## src/rtl/ps2_key_decoder.sv

```systemverilog
// PS/2 Set-2 scancode decoder. It tracks make, break, extended and shift
// state, and emits real key presses as sprite character codes through an
// output FIFO that uses a valid/ready handshake.
module ps2_key_decoder #(
    parameter int CHAR_W     = 16,
    parameter int FIFO_DEPTH = 8,
    parameter int REPEAT_EN  = 0
) (
    input  logic              clk_in,
    input  logic              rst_in,
    input  logic [7:0]        code_in,
    input  logic              code_valid_in,
    output logic [CHAR_W-1:0] char_out,
    output logic              shift_out,
    output logic              valid_out,
    input  logic              ready_in,
    output logic              overflow_out,
    output logic              shift_held_out
);
    localparam int PW = $clog2(FIFO_DEPTH);
    localparam int CW = PW + 1;

    typedef enum logic [1:0] {S_IDLE, S_BRK, S_EXT, S_EXT_BRK} state_t;

    state_t state_q, state_d;
    logic   is_make, is_break, is_ext;

    // Returns {hit, char}. A cleared hit bit means the code is unmapped and must be dropped.
    function automatic logic [6:0] lookup(input logic ext, input logic [7:0] code);
        logic [6:0] r;
        r = 7'd0;
        if (ext) begin
            case (code)
                8'h75: r = {1'b1, 6'd28};
                8'h72: r = {1'b1, 6'd29};
                8'h6B: r = {1'b1, 6'd30};
                8'h74: r = {1'b1, 6'd31};
                default: r = 7'd0;
            endcase
        end else begin
            case (code)
                8'h1C: r = {1'b1, 6'd1};   8'h32: r = {1'b1, 6'd2};
                8'h21: r = {1'b1, 6'd3};   8'h23: r = {1'b1, 6'd4};
                8'h24: r = {1'b1, 6'd5};   8'h2B: r = {1'b1, 6'd6};
                8'h34: r = {1'b1, 6'd7};   8'h33: r = {1'b1, 6'd8};
                8'h43: r = {1'b1, 6'd9};   8'h3B: r = {1'b1, 6'd10};
                8'h42: r = {1'b1, 6'd11};  8'h4B: r = {1'b1, 6'd12};
                8'h3A: r = {1'b1, 6'd13};  8'h31: r = {1'b1, 6'd14};
                8'h44: r = {1'b1, 6'd15};  8'h4D: r = {1'b1, 6'd16};
                8'h15: r = {1'b1, 6'd17};  8'h2D: r = {1'b1, 6'd18};
                8'h1B: r = {1'b1, 6'd19};  8'h2C: r = {1'b1, 6'd20};
                8'h3C: r = {1'b1, 6'd21};  8'h2A: r = {1'b1, 6'd22};
                8'h1D: r = {1'b1, 6'd23};  8'h22: r = {1'b1, 6'd24};
                8'h35: r = {1'b1, 6'd25};  8'h1A: r = {1'b1, 6'd26};
                8'h29: r = {1'b1, 6'd0};   8'h66: r = {1'b1, 6'd27};
                8'h41: r = {1'b1, 6'd32};  8'h49: r = {1'b1, 6'd33};
                8'h16: r = {1'b1, 6'd35};  8'h1E: r = {1'b1, 6'd36};
                8'h26: r = {1'b1, 6'd37};  8'h25: r = {1'b1, 6'd38};
                8'h2E: r = {1'b1, 6'd39};  8'h36: r = {1'b1, 6'd40};
                8'h3D: r = {1'b1, 6'd41};  8'h3E: r = {1'b1, 6'd42};
                8'h46: r = {1'b1, 6'd43};  8'h45: r = {1'b1, 6'd44};
                8'h5A: r = {1'b1, 6'd48};
                default: r = 7'd0;
            endcase
        end
        return r;
    endfunction

    // Prefix FSM next state. This block also classifies the byte that completes a sequence.
    always_comb begin
        state_d  = state_q;
        is_make  = 1'b0;
        is_break = 1'b0;
        is_ext   = 1'b0;
        if (code_valid_in) begin
            case (state_q)
                S_IDLE: begin
                    if (code_in == 8'hF0)      state_d = S_BRK;
                    else if (code_in == 8'hE0) state_d = S_EXT;
                    else                       is_make = 1'b1;
                end
                S_EXT: begin
                    if (code_in == 8'hF0) state_d = S_EXT_BRK;
                    else begin
                        is_make = 1'b1;
                        is_ext  = 1'b1;
                        state_d = S_IDLE;
                    end
                end
                S_BRK: begin
                    is_break = 1'b1;
                    state_d  = S_IDLE;
                end
                default: begin
                    is_break = 1'b1;
                    is_ext   = 1'b1;
                    state_d  = S_IDLE;
                end
            endcase
        end
    end

    // FSM state register
    always_ff @(posedge clk_in or posedge rst_in) begin
        if (rst_in) state_q <= S_IDLE;
        else        state_q <= state_d;
    end

    logic       lshift_q, rshift_q;
    logic [8:0] last_key_q;
    logic       last_vld_q;
    logic [6:0] lut;
    logic [8:0] key;
    logic       suppress, emit;

    assign key            = {is_ext, code_in};
    assign lut            = lookup(is_ext, code_in);
    assign suppress       = (REPEAT_EN == 0) && last_vld_q && (last_key_q == key);
    assign emit           = is_make && lut[6] && !suppress;
    assign shift_held_out = lshift_q | rshift_q;

    // Update the shift flags and the last-key register for repeat suppression
    always_ff @(posedge clk_in or posedge rst_in) begin
        if (rst_in) begin
            lshift_q   <= 1'b0;
            rshift_q   <= 1'b0;
            last_key_q <= '0;
            last_vld_q <= 1'b0;
        end else begin
            if (!is_ext && code_in == 8'h12 && (is_make || is_break)) lshift_q <= is_make;
            if (!is_ext && code_in == 8'h59 && (is_make || is_break)) rshift_q <= is_make;
            if (emit) begin
                last_key_q <= key;
                last_vld_q <= 1'b1;
            end else if (is_break && last_key_q == key) begin
                last_vld_q <= 1'b0;
            end
        end
    end

    logic              s1_vld_q, s1_shift_q;
    logic [CHAR_W-1:0] s1_char_q;

    // Lookup pipeline register. It captures the shift state that was held when the make byte arrived.
    always_ff @(posedge clk_in or posedge rst_in) begin
        if (rst_in) begin
            s1_vld_q   <= 1'b0;
            s1_char_q  <= '0;
            s1_shift_q <= 1'b0;
        end else begin
            s1_vld_q   <= emit;
            s1_char_q  <= CHAR_W'(lut[5:0]);
            s1_shift_q <= lshift_q | rshift_q;
        end
    end

    logic [CHAR_W:0] mem [FIFO_DEPTH];
    logic [PW-1:0]   wptr_q, rptr_q;
    logic [CW-1:0]   count_q;
    logic            full, pop, do_push, ovf_q;
    logic [CHAR_W:0] head;

    assign full         = (count_q == CW'(FIFO_DEPTH));
    assign valid_out    = (count_q != '0);
    assign pop          = valid_out & ready_in;
    assign do_push      = s1_vld_q && (!full || pop);
    assign head         = mem[rptr_q];
    assign char_out     = valid_out ? head[CHAR_W-1:0] : '0;
    assign shift_out    = valid_out ? head[CHAR_W] : 1'b0;
    assign overflow_out = ovf_q;

    // FIFO storage. Empty slots are never observed, so the storage has no reset.
    always_ff @(posedge clk_in) begin
        if (do_push) mem[wptr_q] <= {s1_shift_q, s1_char_q};
    end

    // FIFO pointers, occupancy count and sticky overflow flag
    always_ff @(posedge clk_in or posedge rst_in) begin
        if (rst_in) begin
            wptr_q  <= '0;
            rptr_q  <= '0;
            count_q <= '0;
            ovf_q   <= 1'b0;
        end else begin
            if (do_push) wptr_q <= wptr_q + 1'b1;
            if (pop)     rptr_q <= rptr_q + 1'b1;
            count_q <= count_q + CW'(do_push) - CW'(pop);
            if (s1_vld_q && full && !pop) ovf_q <= 1'b1;
        end
    end
endmodule

```

## config.mk

```make
export PLATFORM = sky130hd
export DESIGN_NAME = ps2_key_decoder
export DESIGN_NICKNAME = d
export VERILOG_FILES = /design/src/rtl/ps2_key_decoder.sv
export SDC_FILE = /design/constraint.sdc
export NUM_CORES = 1
export LEC_CHECK = 0
export CORE_MARGIN = 4
export CORE_UTILIZATION = 64
export CTS_CLUSTER_DIAMETER = 100
export CTS_CLUSTER_SIZE = 16
export DETAILED_ROUTE_END_ITERATION = 16
export PLACE_DENSITY = 0.88
export SYNTH_ARGS = -nofsm -noshare
export SYNTH_HDL_FRONTEND = slang
export SYNTH_SLANG_ARGS = --single-unit
```

## constraint.sdc

```tcl
create_clock -name clk_in -period 5.08 [get_ports clk_in]
set_input_delay 1.524 -clock clk_in [delete_from_list [all_inputs] [get_ports clk_in]]
set_output_delay 1.524 -clock clk_in [all_outputs]
set_load 0.02 [all_outputs]
```

==> flow_summary_export.csv, run 1 <==
group,metric,value,unit
setup_path,critPathMaxStageDelay,0.94,ns
layout,syn2layout_area_growth,9.93,%
synth,avgSynthCellArea,12.4,um2
setup_path,cp-start-kind,"flip-flop",
setup_path,r2r_setup_slack,2.49,ns
power,irDropWorstVdd,266,uV
synth,synth_edf_count,56,
synth,ys_seq_elements,89,
setup_path,rr_worst_depth,11,
worst_hold_path,holdPathEnd,"overflow_out",
synth,yosys_most_used_dff,"edfxtp_1",
setup_path,reg2reg_from,"count_q[1]",
drt,vias,3102,
sta,fin_ws,0.828,ns
run_status,status,"finished, final reports clean",
clock_tree,numClockSinks,89,
clock_tree,cts_tree,"yes",
synth,synth_top_cell_area_share,0.354,
die,die_h,94.2,um
die,core,7210,um2
global_routing,grt_pass1_vias,3115,
setup_path,crit_fanout,15,
setup_path,worstSetupPathType,"reg2out",
die,rows,31,
die,num_io_pins,32,
synth,syn-instance-count,384,
setup_path,crit_chain,"mux4_2, mux2i_1, nor2_1, clkdlybuf4s50_1",
die,die-area,8870,um2
synth,async_reset_ff_frac,0.371,
placement,place_ws,0.534,ns
setup_path,cpMaxStageDelayCell,"dfrtp_1",
global_routing,grt_max_degree,34,
sta,finalMaxSlewViolations,0,
global_routing,globalRouteTotalUtil,0.245,
setup_path,arrival,2.73,ns
drt,ant_nets,0,
drt,route.final.wire_length,9.83,mm
job,maxCapViolations,0,
clock_tree,clk_latency,0.36,ns
sta,finClkSkew,0.0117,ns
power,p_leak,2.02,nW
sta,finalWorstPathRequiredPeriod,4.25,ns
die,initial_utilization,0.659,
synth,yosysSeqAreaShare,0.528,
synth,synth_commonest_cells,"edfxtp_1 (56), dfrtp_1 (33), nand2_1 (27)",
clock_tree,cts_resized,0,
clock_tree,postCtsSetupBuffers,0,
sta,rsz0062_at_grt,"false",
sta,setup_tns,0,ns
global_routing,grt_pass1_wl,16.2,mm
placement,portBuffers,21,
synth,synthMostInstantiatedCell,"edfxtp_1",
layout,nets,434,
layout,final_layout_size_suffix_gt1_frac,0.155,
sta,slew-limit-headroom,0.402,
setup_path,cp-end-kind,"output port",
layout,n_antenna_cell,0,
clock_tree,cts_root_buf,"clkbuf_8",
sta,finalCritPeriodShare,0.837,
worst_hold_path,hold_class,"reg2reg",
sta,max_freq,0.235,GHz
global_routing,globalRouteOverflowTotal,0,
drt,wl_per_cell,19.2,um
clock_tree,cts_hold_buf,0,
clock_tree,cts_buffers,9,
placement,hpwl,7.06,mm
die,die_w,94.2,um
synth,yosysUniqueCellTypes,65,
setup_path,reg2reg_to,"count_q[1]",
drt,drt_iter0_markers,195,
drt,drc,0,
placement,routabilityCongestion,0.971,
global_routing,antenna_found_initial,0,
sta,worstMarginPinSlew,0.896,ns
clock_tree,clock_path_buffers,2,
worst_hold_path,min_from,"overflow_out",
synth,yosys-top-cells-area,"edfxtp_1 (35%), dfrtp_1 (17%), mux4_2 (6.6%)",
power,power_density,417,nW/um2
sta,hold_viol_final,0,
setup_path,crit_required,3.56,ns
drt,viasPerCell,6.07,
worst_hold_path,min_path_cells,1,
clock_tree,h-tree-depth,3,
synth,yosys.area.top_type,"edfxtp_1",
drt,drt_pass1_iterations,5,
sta,final-setup-viol-count,0,
synth,yosys_warnings,0,
clock_tree,clkSlewWorstSetupHoldPaths,0.09,ns
synth,netlist_area,4750,um2
[worst max-delay path by stage]
stage                from            end  slack (ns)  cells after the start
2_1_floorplan  code_in[1]  last_key_q[5]        1.51                      9
3_3_place_gp   code_in[0]  last_key_q[0]        0.67                      9
3_5_place_dp   code_in[0]  last_key_q[5]        0.53                      9
4_1_cts         rptr_q[0]    char_out[2]        0.76                      4
5_1_grt         rptr_q[0]    char_out[2]        0.62                      4
6_report        rptr_q[0]    char_out[2]        0.83                      4
[sequential cells by signal (all words and copies together) (netlist names), 2 cells and up]
name / cells
count_q: 4
last_key_q: 9
mem: 56
rptr_q: 3
s1_char_q: 6
state_q: 2
wptr_q: 3
[placed cells by master, fill, tap and decap left out, drive strengths merged, types with 9 or more instances in the layout]
master / n
dfrtp: 33
a21oi: 14
nand2b: 13
clkdlybuf4s50: 21
nor2: 26
mux2i: 10
buf: 12
o21ai: 10
inv: 21
conb: 10
nand2: 28
a31oi: 11
ha: 14
clkbuf: 9
mux2: 10
edfxtp: 56
mux4: 14
[stage by stage]
stage / hold slack (ns) / power (mW) / cells / cell area (um2) / utilization
after CTS: 0.482 / 2.20 / 511 / 5220 / 0.724
after global routing: 0.504 / 2.31 / 511 / 5220 / 0.724
after detailed placement: 0.466 / 1.72 / 495 / 5020 / 0.696
final: 0.491 / 2.18 / 511 / 5220 / 0.724
after global placement: 0.447 / 1.67 / 495 / 5020 / 0.696
after floorplan: 0.457 / 1.48 / 393 / 4780 / -
[final cells by class]
type | instances | area (um2)
flip-flops and latches | 89 | 2510
inverters | 18 | 67.6
fillers | 521 | 1990
multi-input cells | 256 | 2010
well taps | 99 | 124
repair buffers | 33 | 313
clock inverters | 7 | 76.3
clock buffers | 9 | 124
[critical path: cells and delay by family, from the launching register on]
family / cells / cell delay (ns)
flip-flops: 1 / 0.94
multiplexers: 2 / 0.80
buffers and inverters: 1 / 0.56
AND/OR/NAND/NOR: 1 / 0.07
[metal layers]
layer | part of all wire | track usage | vias up
li1 | - | - | 1457
met1 | 0.41 | 0.315 | 1520
met2 | 0.53 | 0.417 | 106
met3 | 0.045 | 0.0449 | 19
met4 | 0.016 | 0.0854 | 0
met5 | 0 | 0 | -
[power breakdown]
part           internal [mW]  total, mW  leakage (nW)  switching (mW)
combinational          0.382      0.707         0.990           0.325
sequential             0.856      0.989         0.931           0.133
clock                  0.232      0.483         0.102           0.251
[cell families after synthesis]
logic type      count (synthesis)  synth area share
xor+xnor                       15            0.0277
simple gates                  107             0.115
compound gates                 75             0.115
fa+ha+maj                      15            0.0411
buf+inv                        48            0.0561
other cells                     1          0.000789
mux                            34             0.117
flops                          89             0.528
Note: power is estimated with default switching activity, not from simulation.
==> run 2: changes to the inputs <==
--- a/config.mk
+++ b/config.mk
@@ -6,11 +6,11 @@
 export NUM_CORES = 1
 export LEC_CHECK = 0
 export CORE_MARGIN = 4
-export CORE_UTILIZATION = 64
+export CORE_UTILIZATION = 59
 export CTS_CLUSTER_DIAMETER = 100
 export CTS_CLUSTER_SIZE = 16
 export DETAILED_ROUTE_END_ITERATION = 16
-export PLACE_DENSITY = 0.88
+export PLACE_DENSITY = 0.82
 export SYNTH_ARGS = -nofsm -noshare
 export SYNTH_HDL_FRONTEND = slang
 export SYNTH_SLANG_ARGS = --single-unit
==> constraint.sdc (replaced) <==
create_clock -name clk_in -period 4.15 [get_ports clk_in]
set_input_delay 1.245 -clock clk_in [delete_from_list [all_inputs] [get_ports clk_in]]
set_output_delay 1.245 -clock clk_in [all_outputs]
set_load 0.02 [all_outputs]
==> run 2 against run 1 <==
Non-clock buffer count rose by 7. Combinational power rose by 27%. First-iteration DRC count is 16% lower. Critical path depth stayed put. Largest cell class unchanged.
==> flow_summary_export.csv, run 2 (same netlist as run 1, synthesis figures left out) <==
group,metric,value,unit
setup_path,worst-path-buf-inv,1,
sta,max_freq,0.277,GHz
sta,worstMarginPinSlew,0.799,ns
power,power_density,498,nW/um2
die,die-area,9550,um2
setup_path,r2r_setup_slack,1.64,ns
layout,largest_register_ffs,56,
global_routing,antenna_found_initial,0,
clock_tree,h-tree-depth,3,
sta,rsz0062_at_grt,"false",
clock_tree,clk_latency,0.35,ns
sta,finClkSkew,0.0179,ns
placement,routabilityCongestion,0.925,
sta,setup_tns,0,ns
setup_path,critPathMaxStageDelay,0.82,ns
die,core,7770,um2
drt,ant_nets,0,
drt,viasPerCell,5.89,
clock_tree,cts_buffers,9,
clock_tree,numClockSinks,89,
layout,final_common_cell,"edfxtp_1",
setup_path,cp-end-kind,"output port",
setup_path,cp-start-kind,"flip-flop",
power,p_leak,2.05,nW
clock_tree,cts_resized,0,
layout,final_layout_size_suffix_gt1_frac,0.169,
global_routing,globalRouteOverflowTotal,0,
setup_path,reg2reg_to,"count_q[1]",
layout,nets,441,
clock_tree,clock_path_buffers,2,
layout,fillCellCount,576,
setup_path,arrival,2.37,ns
drt,route.final.wire_length,9.63,mm
setup_path,rr_worst_depth,11,
die,die_w,97.7,um
sta,holdWs,0.492,ns
setup_path,crit_fanout,16,
sta,hold_viol_final,0,
drt,drc,0,
run_status,status,"finished, final reports clean",
drt,wl_per_cell,18.5,um
sta,finalWorstPathRequiredPeriod,3.61,ns
placement,portBuffers,21,
layout,reg.largest.list,"mem (56), last_key_q (9), s1_char_q (6)",
sta,finalCritPeriodShare,0.870,
setup_path,worst_setup_path_startpoint,"rptr_q[1]",
layout,syn2layout_area_growth,10.7,%
setup_path,crit_chain,"mux4_2, mux2i_1, nor2_1, clkdlybuf4s50_1",
global_routing,globalRouteTotalUtil,0.212,
global_routing,grt_pass1_vias,3187,
clock_tree,postCtsSetupBuffers,0,
sta,final-setup-viol-count,0,
setup_path,cpMaxStageDelayCell,"dfrtp_1",
die,rows,32,
worst_hold_path,hold_class,"reg2reg",
die,die_h,97.7,um
sta,slew-limit-headroom,0.465,
setup_path,critPathTopFamily,"flip-flops",
setup_path,reg2reg_from,"count_q[1]",
drt,drt_pass1_iterations,4,
die,initial_utilization,0.612,
drt,vias,3071,
setup_path,endpoint,"shift_out",
clock_tree,cts_root_buf,"clkbuf_8",
layout,top_register,"mem",
power,irDropWorstVdd,244,uV
clock_tree,cts_hold_buf,0,
setup_path,crit_cells,4,
clock_tree,clkSlewWorstSetupHoldPaths,0.10,ns
job,maxCapViolations,0,
setup_path,worstSetupPathType,"reg2out",
global_routing,grt_pass1_wl,16.1,mm
global_routing,grt_max_degree,39,
sta,finalMaxSlewViolations,0,
layout,layout_common_cells,"edfxtp_1 (56), dfrtp_1 (33), nand2_1 (27)",
layout,n_antenna_cell,0,
setup_path,crit_required,2.90,ns
die,num_io_pins,32,
placement,hpwl,6.98,mm
drt,drt_iter0_markers,163,
clock_tree,cts_tree,"yes",
run 2: cell count changes in the layout (fill, tap and decap cells not counted):
cell       delta
inv_4         +1
inv_8         +1
buf_4         +7
clkinv_2      -1
bufinv_16     -1
run 2: per-layer routing:
| layer | global-route usage | share of wire | vias up |
|---|---|---|---|
| met5 | 0 | 0 | - |
| met3 | 0.0364 | 0.041 | 8 |
| li1 | - | - | 1472 |
| met2 | 0.377 | 0.54 | 84 |
| met4 | 0.0682 | 0.012 | 0 |
| met1 | 0.265 | 0.41 | 1507 |
run 2: report_power, final:
group	leakage, nW	total, mW	switching [mW]	internal [mW]
Clock	0.0944	0.552	0.322	0.230
Combinational	1.03	0.897	0.425	0.472
Sequential	0.931	1.17	0.125	1.05
run 2: worst min path at each step:
stage / depth (start not counted) / startpoint / to
2_1_floorplan: 2 / rshift_q / rshift_q
3_3_place_gp: 1 / overflow_out / overflow_out
6_report: 1 / overflow_out / overflow_out
4_1_cts: 1 / overflow_out / overflow_out
3_5_place_dp: 1 / overflow_out / overflow_out
5_1_grt: 1 / overflow_out / overflow_out
run 2: final cells by class:
type	instances	area [um2]	share of cell area
clock buffer	9	124	0.0235
clock inverter	7	58.8	0.0112
inverter	18	67.6	0.0128
multi-input combinational	256	2010	0.382
sequential	89	2510	0.477
tap	102	128	0.0243
timing repair buffer	40	365	0.0694
run 2: metrics by stage:
stage                     setup WS (ns)   util  power [mW]  instance area, um2  instances
after floorplan                   0.858      -        1.81                4780        393
after global placement            0.330  0.654        2.06                5080        505
after detailed placement          0.234  0.654        2.10                5080        505
after CTS                         0.507  0.677        2.65                5260        521
after global routing              0.433  0.677        2.79                5260        521
final                             0.539  0.677        2.62                5260        521
